`src/rtl/tx_frame_arbiter.sv`:
```
// tx_frame_arbiter: shares one byte-wide transmit port (txd_*) between NUM_REQ
// byte-stream requesters. The port is granted per frame and held until the owner
// drops req, so frames never interleave. Arbitration is round-robin per frame. A
// watchdog revokes an owner that stops sending, and GAP_CYCLES dead cycles follow
// every frame.
//
// Ports:
//   clk, reset      system clock, synchronous active-high reset
//   req             per-requester frame request, held for the whole frame
//   req_start       per-requester byte strobe
//   req_data        per-requester byte, requester i on [8i+7:8i]
//   req_ready_next  txd_ready_next routed to the owner only
//   grant           one-hot owner, 0 when nobody owns the port
//   txd_ready_next  transmitter ready (input)
//   txd_start       byte strobe to transmitter (registered)
//   txd_data        byte to transmitter (registered)
//   frame_abort     one-cycle pulse when the watchdog revokes a grant
//   drop_err        one-cycle pulse when a non-owner strobes a byte
//   busy            state is GRANT or GAP
//   led             {state[1:0], owner index[2:0], rr pointer[2:0]}
module tx_frame_arbiter #(
  parameter int unsigned NUM_REQ    = 2,
  parameter int unsigned TIMEOUT    = 65535,
  parameter int unsigned GAP_CYCLES = 4
) (
  input  logic                 clk,
  input  logic                 reset,
  input  logic [NUM_REQ-1:0]   req,
  input  logic [NUM_REQ-1:0]   req_start,
  input  logic [8*NUM_REQ-1:0] req_data,
  output logic [NUM_REQ-1:0]   req_ready_next,
  output logic [NUM_REQ-1:0]   grant,
  input  logic                 txd_ready_next,
  output logic                 txd_start,
  output logic [7:0]           txd_data,
  output logic                 frame_abort,
  output logic                 drop_err,
  output logic                 busy,
  output logic [7:0]           led
);

  localparam int unsigned CntW = (TIMEOUT > 1) ? $clog2(TIMEOUT + 1) : 1;
  localparam int unsigned IdxW = $clog2(NUM_REQ);

  localparam logic [1:0] StIdle  = 2'd0;
  localparam logic [1:0] StGrant = 2'd1;
  localparam logic [1:0] StGap   = 2'd2;

  logic [1:0]         state_q, state_d;
  logic [NUM_REQ-1:0] grant_q, grant_d;
  logic [2:0]         idx_q, idx_d;
  logic [2:0]         rr_q, rr_d;
  logic [CntW-1:0]    idle_q, idle_d;
  logic [7:0]         gap_q, gap_d;
  logic [NUM_REQ-1:0] stale_q, stale_d;
  logic               txd_start_q, txd_start_d;
  logic [7:0]         txd_data_q, txd_data_d;
  logic               frame_abort_q, frame_abort_d;
  logic               drop_err_q, drop_err_d;

  // Owner view: grant_q is one-hot (or zero), so masking selects the owner's lane.
  logic               own_req;
  logic               own_start;
  logic [7:0]         own_data;

  assign own_req   = |(req & grant_q);
  assign own_start = |(req_start & grant_q);

  always_comb begin
    own_data = '0;
    for (int unsigned i = 0; i < NUM_REQ; i++) begin
      if (grant_q[i]) own_data = own_data | req_data[8*i +: 8];
    end
  end

  // Round-robin pick starting at rr_q; stale (watchdog-aborted) requesters are skipped.
  logic [NUM_REQ-1:0] elig;
  logic               pick_found;
  logic [2:0]         pick_idx;
  logic [2:0]         cand;

  assign elig = req & ~stale_q;

  always_comb begin
    pick_found = 1'b0;
    pick_idx   = '0;
    cand       = '0;
    for (int unsigned j = 0; j < NUM_REQ; j++) begin
      cand = 3'((32'(rr_q) + j) % NUM_REQ);
      if (!pick_found && elig[cand[IdxW-1:0]]) begin
        pick_found = 1'b1;
        pick_idx   = cand;
      end
    end
  end

  logic [31:0] idle_inc;
  logic [2:0]  next_ptr;

  assign idle_inc = 32'(idle_q) + 32'd1;
  assign next_ptr = 3'((32'(idx_q) + 32'd1) % NUM_REQ);

  always_comb begin
    state_d       = state_q;
    grant_d       = grant_q;
    idx_d         = idx_q;
    rr_d          = rr_q;
    idle_d        = idle_q;
    gap_d         = gap_q;
    stale_d       = stale_q & req;  // a stale flag clears once its req drops
    txd_start_d   = 1'b0;
    txd_data_d    = txd_data_q;
    frame_abort_d = 1'b0;
    // Every strobe outside the owner lane is discarded; one pulse covers all of them.
    drop_err_d    = |(req_start & ~grant_q);

    unique case (state_q)
      StIdle: begin
        if (pick_found) begin
          for (int unsigned i = 0; i < NUM_REQ; i++) begin
            grant_d[i] = (32'(pick_idx) == i);
          end
          idx_d   = pick_idx;
          idle_d  = '0;
          state_d = StGrant;
        end
      end
      StGrant: begin
        if (own_start) begin
          txd_start_d = 1'b1;
          txd_data_d  = own_data;
          idle_d      = '0;
        end else begin
          idle_d = idle_inc[CntW-1:0];
        end
        // A byte strobed in the same cycle req drops is still forwarded above.
        if (!own_req) begin
          grant_d = '0;
          rr_d    = next_ptr;
          gap_d   = '0;
          state_d = (GAP_CYCLES == 0) ? StIdle : StGap;
        end else if (!own_start && (TIMEOUT != 0) && (idle_inc == TIMEOUT)) begin
          frame_abort_d = 1'b1;
          stale_d       = stale_d | grant_q;
          grant_d       = '0;
          rr_d          = next_ptr;
          idle_d        = '0;
          gap_d         = '0;
          state_d       = (GAP_CYCLES == 0) ? StIdle : StGap;
        end
      end
      StGap: begin
        gap_d = gap_q + 8'd1;
        if (32'(gap_q) + 32'd1 >= GAP_CYCLES) begin
          gap_d   = '0;
          state_d = StIdle;
        end
      end
      default: begin
        state_d = StIdle;
        grant_d = '0;
      end
    endcase
  end

  always_ff @(posedge clk) begin
    if (reset) begin
      state_q       <= StIdle;
      grant_q       <= '0;
      idx_q         <= '0;
      rr_q          <= '0;
      idle_q        <= '0;
      gap_q         <= '0;
      stale_q       <= '0;
      txd_start_q   <= 1'b0;
      txd_data_q    <= '0;
      frame_abort_q <= 1'b0;
      drop_err_q    <= 1'b0;
    end else begin
      state_q       <= state_d;
      grant_q       <= grant_d;
      idx_q         <= idx_d;
      rr_q          <= rr_d;
      idle_q        <= idle_d;
      gap_q         <= gap_d;
      stale_q       <= stale_d;
      txd_start_q   <= txd_start_d;
      txd_data_q    <= txd_data_d;
      frame_abort_q <= frame_abort_d;
      drop_err_q    <= drop_err_d;
    end
  end

  assign grant          = grant_q;
  assign req_ready_next = grant_q & {NUM_REQ{txd_ready_next}};
  assign txd_start      = txd_start_q;
  assign txd_data       = txd_data_q;
  assign frame_abort    = frame_abort_q;
  assign drop_err       = drop_err_q;
  assign busy           = (state_q != StIdle);
  assign led            = {state_q, idx_q, rr_q};

endmodule

```
`config.mk`:
```
export PLATFORM = sky130hd
export DESIGN_NAME = tx_frame_arbiter
export DESIGN_NICKNAME = d
export VERILOG_FILES = /design/src/rtl/tx_frame_arbiter.sv
export SDC_FILE = /design/constraint.sdc
export NUM_CORES = 1
export LEC_CHECK = 0
export ABC_AREA = 1
export CAP_MARGIN = 5
export CORE_MARGIN = 1
export CORE_UTILIZATION = 30
export DETAILED_ROUTE_END_ITERATION = 7
export GPL_ROUTABILITY_DRIVEN = 0
export PLACE_DENSITY_LB_ADDON = 0.1
export SYNTH_ARGS = -nofsm -noshare
export SYNTH_HDL_FRONTEND = slang
export SYNTH_SLANG_ARGS = --single-unit
```
`constraint.sdc`:
```
create_clock -name clk -period 3.15 [get_ports clk]
set_input_delay 0.315 -clock clk [delete_from_list [all_inputs] [get_ports clk]]
set_output_delay 0.315 -clock clk [all_outputs]
set_load 0.05 [all_outputs]
```
==> insert_results.sql <==
INSERT INTO impl_metrics (metric_group, metric, value, unit) VALUES
('outcome', 'outcome', 'finished, final reports clean', ''),
('floorplanning', 'initial_core_util', '31.8', '%'),
('run', 'maxCapViolCount', '0', ''),
('power', 'leakage', '1.12', 'nW'),
('cts', 'cts_setup_buffers', '0', ''),
('finish', 'stdcell_area', '2960', 'um^2'),
('finish', 'multi_input_comb_area', '1270', 'um^2'),
('synthesis', 'synth_top_family_by_area', 'simple AND/OR/NAND/NOR gates', ''),
('synthesis', 'yosys-top-cells-area', 'sky130_fd_sc_hd__dfxtp_1 (37%), sky130_fd_sc_hd__nand2_1 (13%), sky130_fd_sc_hd__nand3_1 (6.8%), sky130_fd_sc_hd__inv_1 (6.7%), sky130_fd_sc_hd__a21oi_1 (6.0%)', ''),
('grt', 'grt_pass1_vias', '2173', ''),
('route', 'vias_per_cell', '4.56', ''),
('synthesis', 'synth-compound-area-share', '12.7', '%'),
('route', 'route.antenna.remaining_nets', '0', ''),
('finish', 'antenna_cells', '0', ''),
('floorplanning', 'floorplan.die_area', '8210', 'um^2'),
('route', 'wl_per_cell', '12.1', 'um'),
('power', 'p_int', '0.824', 'mW'),
('synthesis', 'synth-warning-count', '0', ''),
('route', 'num_vias', '2228', ''),
('cts', 'clkTransAtPathRegs', '0.09', 'ns'),
('finish', 'finish.net_count', '416', ''),
('synthesis', 'post_synth_inst_count', '346', ''),
('place', 'instance_area_at_placement', '2870', 'um^2'),
('grt', 'grt_overflow_total', '0', ''),
('synthesis', 'synth_enable_flop_cells', '0', ''),
('route', 'drt_first_pass_iters', '4', ''),
('timing', 'setup_tns_final', '0', 'ns'),
('floorplanning', 'die_x', '90.6', 'um'),
('floorplanning', 'floorplan.rows', '31', ''),
('timing', 'measured_slew_at_the_worst_slew_check_pin', '0.706', 'ns'),
('synthesis', 'area_share_of_the_leading_cell_type_in_the_synthesized_netlist', '36.6', '%'),
('place', 'dpl.hpwl', '4.28', 'mm'),
('synthesis', 'synthDistinctLibCells', '30', ''),
('route', 'first_iter_violations', '63', ''),
('power', 'power.density_cell_area', '425', 'nW/um^2'),
('place', 'place.port_buffers', '42', ''),
('synthesis', 'synth.most_common_cell', 'sky130_fd_sc_hd__nand2_1', ''),
('worst_setup_path', 'required', '2.83', 'ns'),
('grt', 'antenna_found_initial', '0', ''),
('timing', 'unrepaired_setup_endpoints_after_global_routing', 'false', ''),
('cts', 'tritoncts', 'yes', ''),
('finish', 'final_layout_fill_cell_count', '798', ''),
('worst_setup_path', 'crit_path_top_delay_cell', 'sky130_fd_sc_hd__clkdlybuf4s50_1', ''),
('route', 'wirelength', '5.93', 'mm'),
('timing', 'worst_clock_skew', '0.0101', 'ns'),
('cts', 'cts_hold_buffers', '0', ''),
('synthesis', 'synth_ff_type', 'sky130_fd_sc_hd__dfxtp_1', ''),
('cts', 'total_number_of_h_tree_levels', '2', ''),
('worst_setup_path', 'path_max_fanout', '14', ''),
('timing', 'maxSlewHeadroom', '51.7', '%'),
('synthesis', 'yosys-mux-area-fraction', '0', '%'),
('grt', 'global_route.usage.total', '15.2', '%'),
('worst_setup_path', 'timing.critical_path.cells', 'nand2_1, inv_1, clkdlybuf4s50_1', ''),
('power', 'share_clk_of_total_power', '28.3', '%'),
('route', 'drcViolationCount', '0', ''),
('synthesis', 'yosysTopAreaCell', 'sky130_fd_sc_hd__dfxtp_1', ''),
('power', 'p_seq_share', '46.6', '%'),
('timing', 'finalCriticalPeriod', '2.22', 'ns'),
('timing', 'fin_crit_sh', '70.6', '%'),
('synthesis', 'async_flop_share', '0', '%'),
('synthesis', 'synth.cells.most_frequent', 'sky130_fd_sc_hd__nand2_1 (81), sky130_fd_sc_hd__dfxtp_1 (43), sky130_fd_sc_hd__inv_1 (42), sky130_fd_sc_hd__nor2_1 (36), sky130_fd_sc_hd__nand3_1 (32)', ''),
('cts', 'number_of_buffers_created_by_cts', '5', ''),
('worst_setup_path', 'worst-setup-path-type', 'flip-flop to primary output', ''),
('timing', 'report.final.setup_viol', '0', ''),
('cts', 'root_buffer', 'sky130_fd_sc_hd__clkbuf_8', ''),
('finish', 'area_growth', '25.6', '%'),
('worst_setup_path', 'worstPathArrival', '1.91', 'ns'),
('worst_setup_path', 'start_kind', 'flip-flop', ''),
('synthesis', 'synth-simple-area-share', '37.2', '%'),
('cts', 'cts_sinks', '43', ''),
('floorplanning', 'placeableCoreArea', '7410', 'um^2');
==> stage by stage <==
| stage | worst slack (ns) | hold slack (ns) |
|---|---|---|
| final | 0.925 | 0.449 |
| after global routing | 0.730 | 0.477 |
| after CTS | 0.882 | 0.451 |
| after detailed placement | 0.922 | 0.436 |
| after global placement | 0.923 | 0.435 |
| after floorplan | 1.07 | 0.424 |
==> final timing paths <==
path                                 from                end  slack [ns]  depth (start not counted)
worst max-delay path             grant[1]  req_ready_next[1]        0.93                          3
worst min register to register   gap_q[4]           gap_q[4]        0.45                          2
worst max register to register  idle_q[1]          idle_q[2]        0.98                         12
worst min-delay path             gap_q[4]           gap_q[4]        0.45                          2
==> flip-flops by register name, summed over array words and instances (netlist names) <==
| register | flops |
|---|---|
| idle_q | 16 |
| gap_q | 8 |
| txd_data | 8 |
| grant | 2 |
| stale_q | 2 |
| state_q | 2 |
| drop_err | 1 |
| frame_abort | 1 |
| idx_q | 1 |
| rr_q | 1 |
| txd_start | 1 |
==> cell families after synthesis <==
kind of cell,Yosys count
DFF,43
buffers and inverters,57
other,1
adders and majority gates,4
xor gates and xnor gates,3
AOI/OAI and AO/OA,51
and+or+nand+nor,187
==> cells in the final DEF, fill, tap and decap left out, types with 2 or more instances in the layout <==
| cell type | count |
|---|---|
| sky130_fd_sc_hd__nand2_1 | 81 |
| sky130_fd_sc_hd__dfxtp_1 | 43 |
| sky130_fd_sc_hd__inv_1 | 42 |
| sky130_fd_sc_hd__clkdlybuf4s50_1 | 42 |
| sky130_fd_sc_hd__nor2_1 | 36 |
| sky130_fd_sc_hd__nand3_1 | 32 |
| sky130_fd_sc_hd__a21oi_1 | 28 |
| sky130_fd_sc_hd__o21ai_0 | 11 |
| sky130_fd_sc_hd__nor2_2 | 10 |
| sky130_fd_sc_hd__a221oi_1 | 8 |
| sky130_fd_sc_hd__nand4_1 | 6 |
| sky130_fd_sc_hd__nand3b_1 | 5 |
| sky130_fd_sc_hd__clkbuf_8 | 5 |
| sky130_fd_sc_hd__nand3_2 | 4 |
| sky130_fd_sc_hd__nand2_2 | 4 |
| sky130_fd_sc_hd__nor3_1 | 4 |
| sky130_fd_sc_hd__ha_1 | 4 |
| sky130_fd_sc_hd__conb_1 | 4 |
| sky130_fd_sc_hd__buf_4 | 4 |
| sky130_fd_sc_hd__xor2_1 | 3 |
| sky130_fd_sc_hd__inv_2 | 2 |
| sky130_fd_sc_hd__or2_2 | 2 |
| sky130_fd_sc_hd__clkinvlp_4 | 2 |
==> worst max-delay path: cells and delay by family, from the launching register on <==
family / cells / cell delay, ns
buffers and inverters: 2 / 0.87
DFF: 1 / 0.65
and+or+nand+nor: 1 / 0.09
==> power groups by stage <==
stage          Clock [mW]  Combinational, mW  Sequential [mW]
3_3_place_gp            0              0.319            0.599
2_1_floorplan           0              0.145            0.655
6_report            0.355              0.316            0.585
3_5_place_dp            0              0.317            0.598
5_1_grt             0.389              0.341            0.588
4_1_cts             0.374              0.319            0.586
==> metal layers <==
layer	GRT usage (%)	routed length, um	vias up
li1	-	-	1195
met1	21.2	3120	983
met2	23.5	2500	46
met3	3.45	279	4
met5	0	0	-
met4	3.63	25	0
==> cell type report <==
class,count,share of cell area (%)
Sequential cell,43,29.1
Inverter,44,5.59
Multi-Input combinational cell,249,42.9
Tap cell,99,4.19
Timing Repair Buffer,46,15.2
Clock inverter,3,0.677
Clock buffer,5,2.33
No activity file was read; power rests on OpenSTA's default activity.
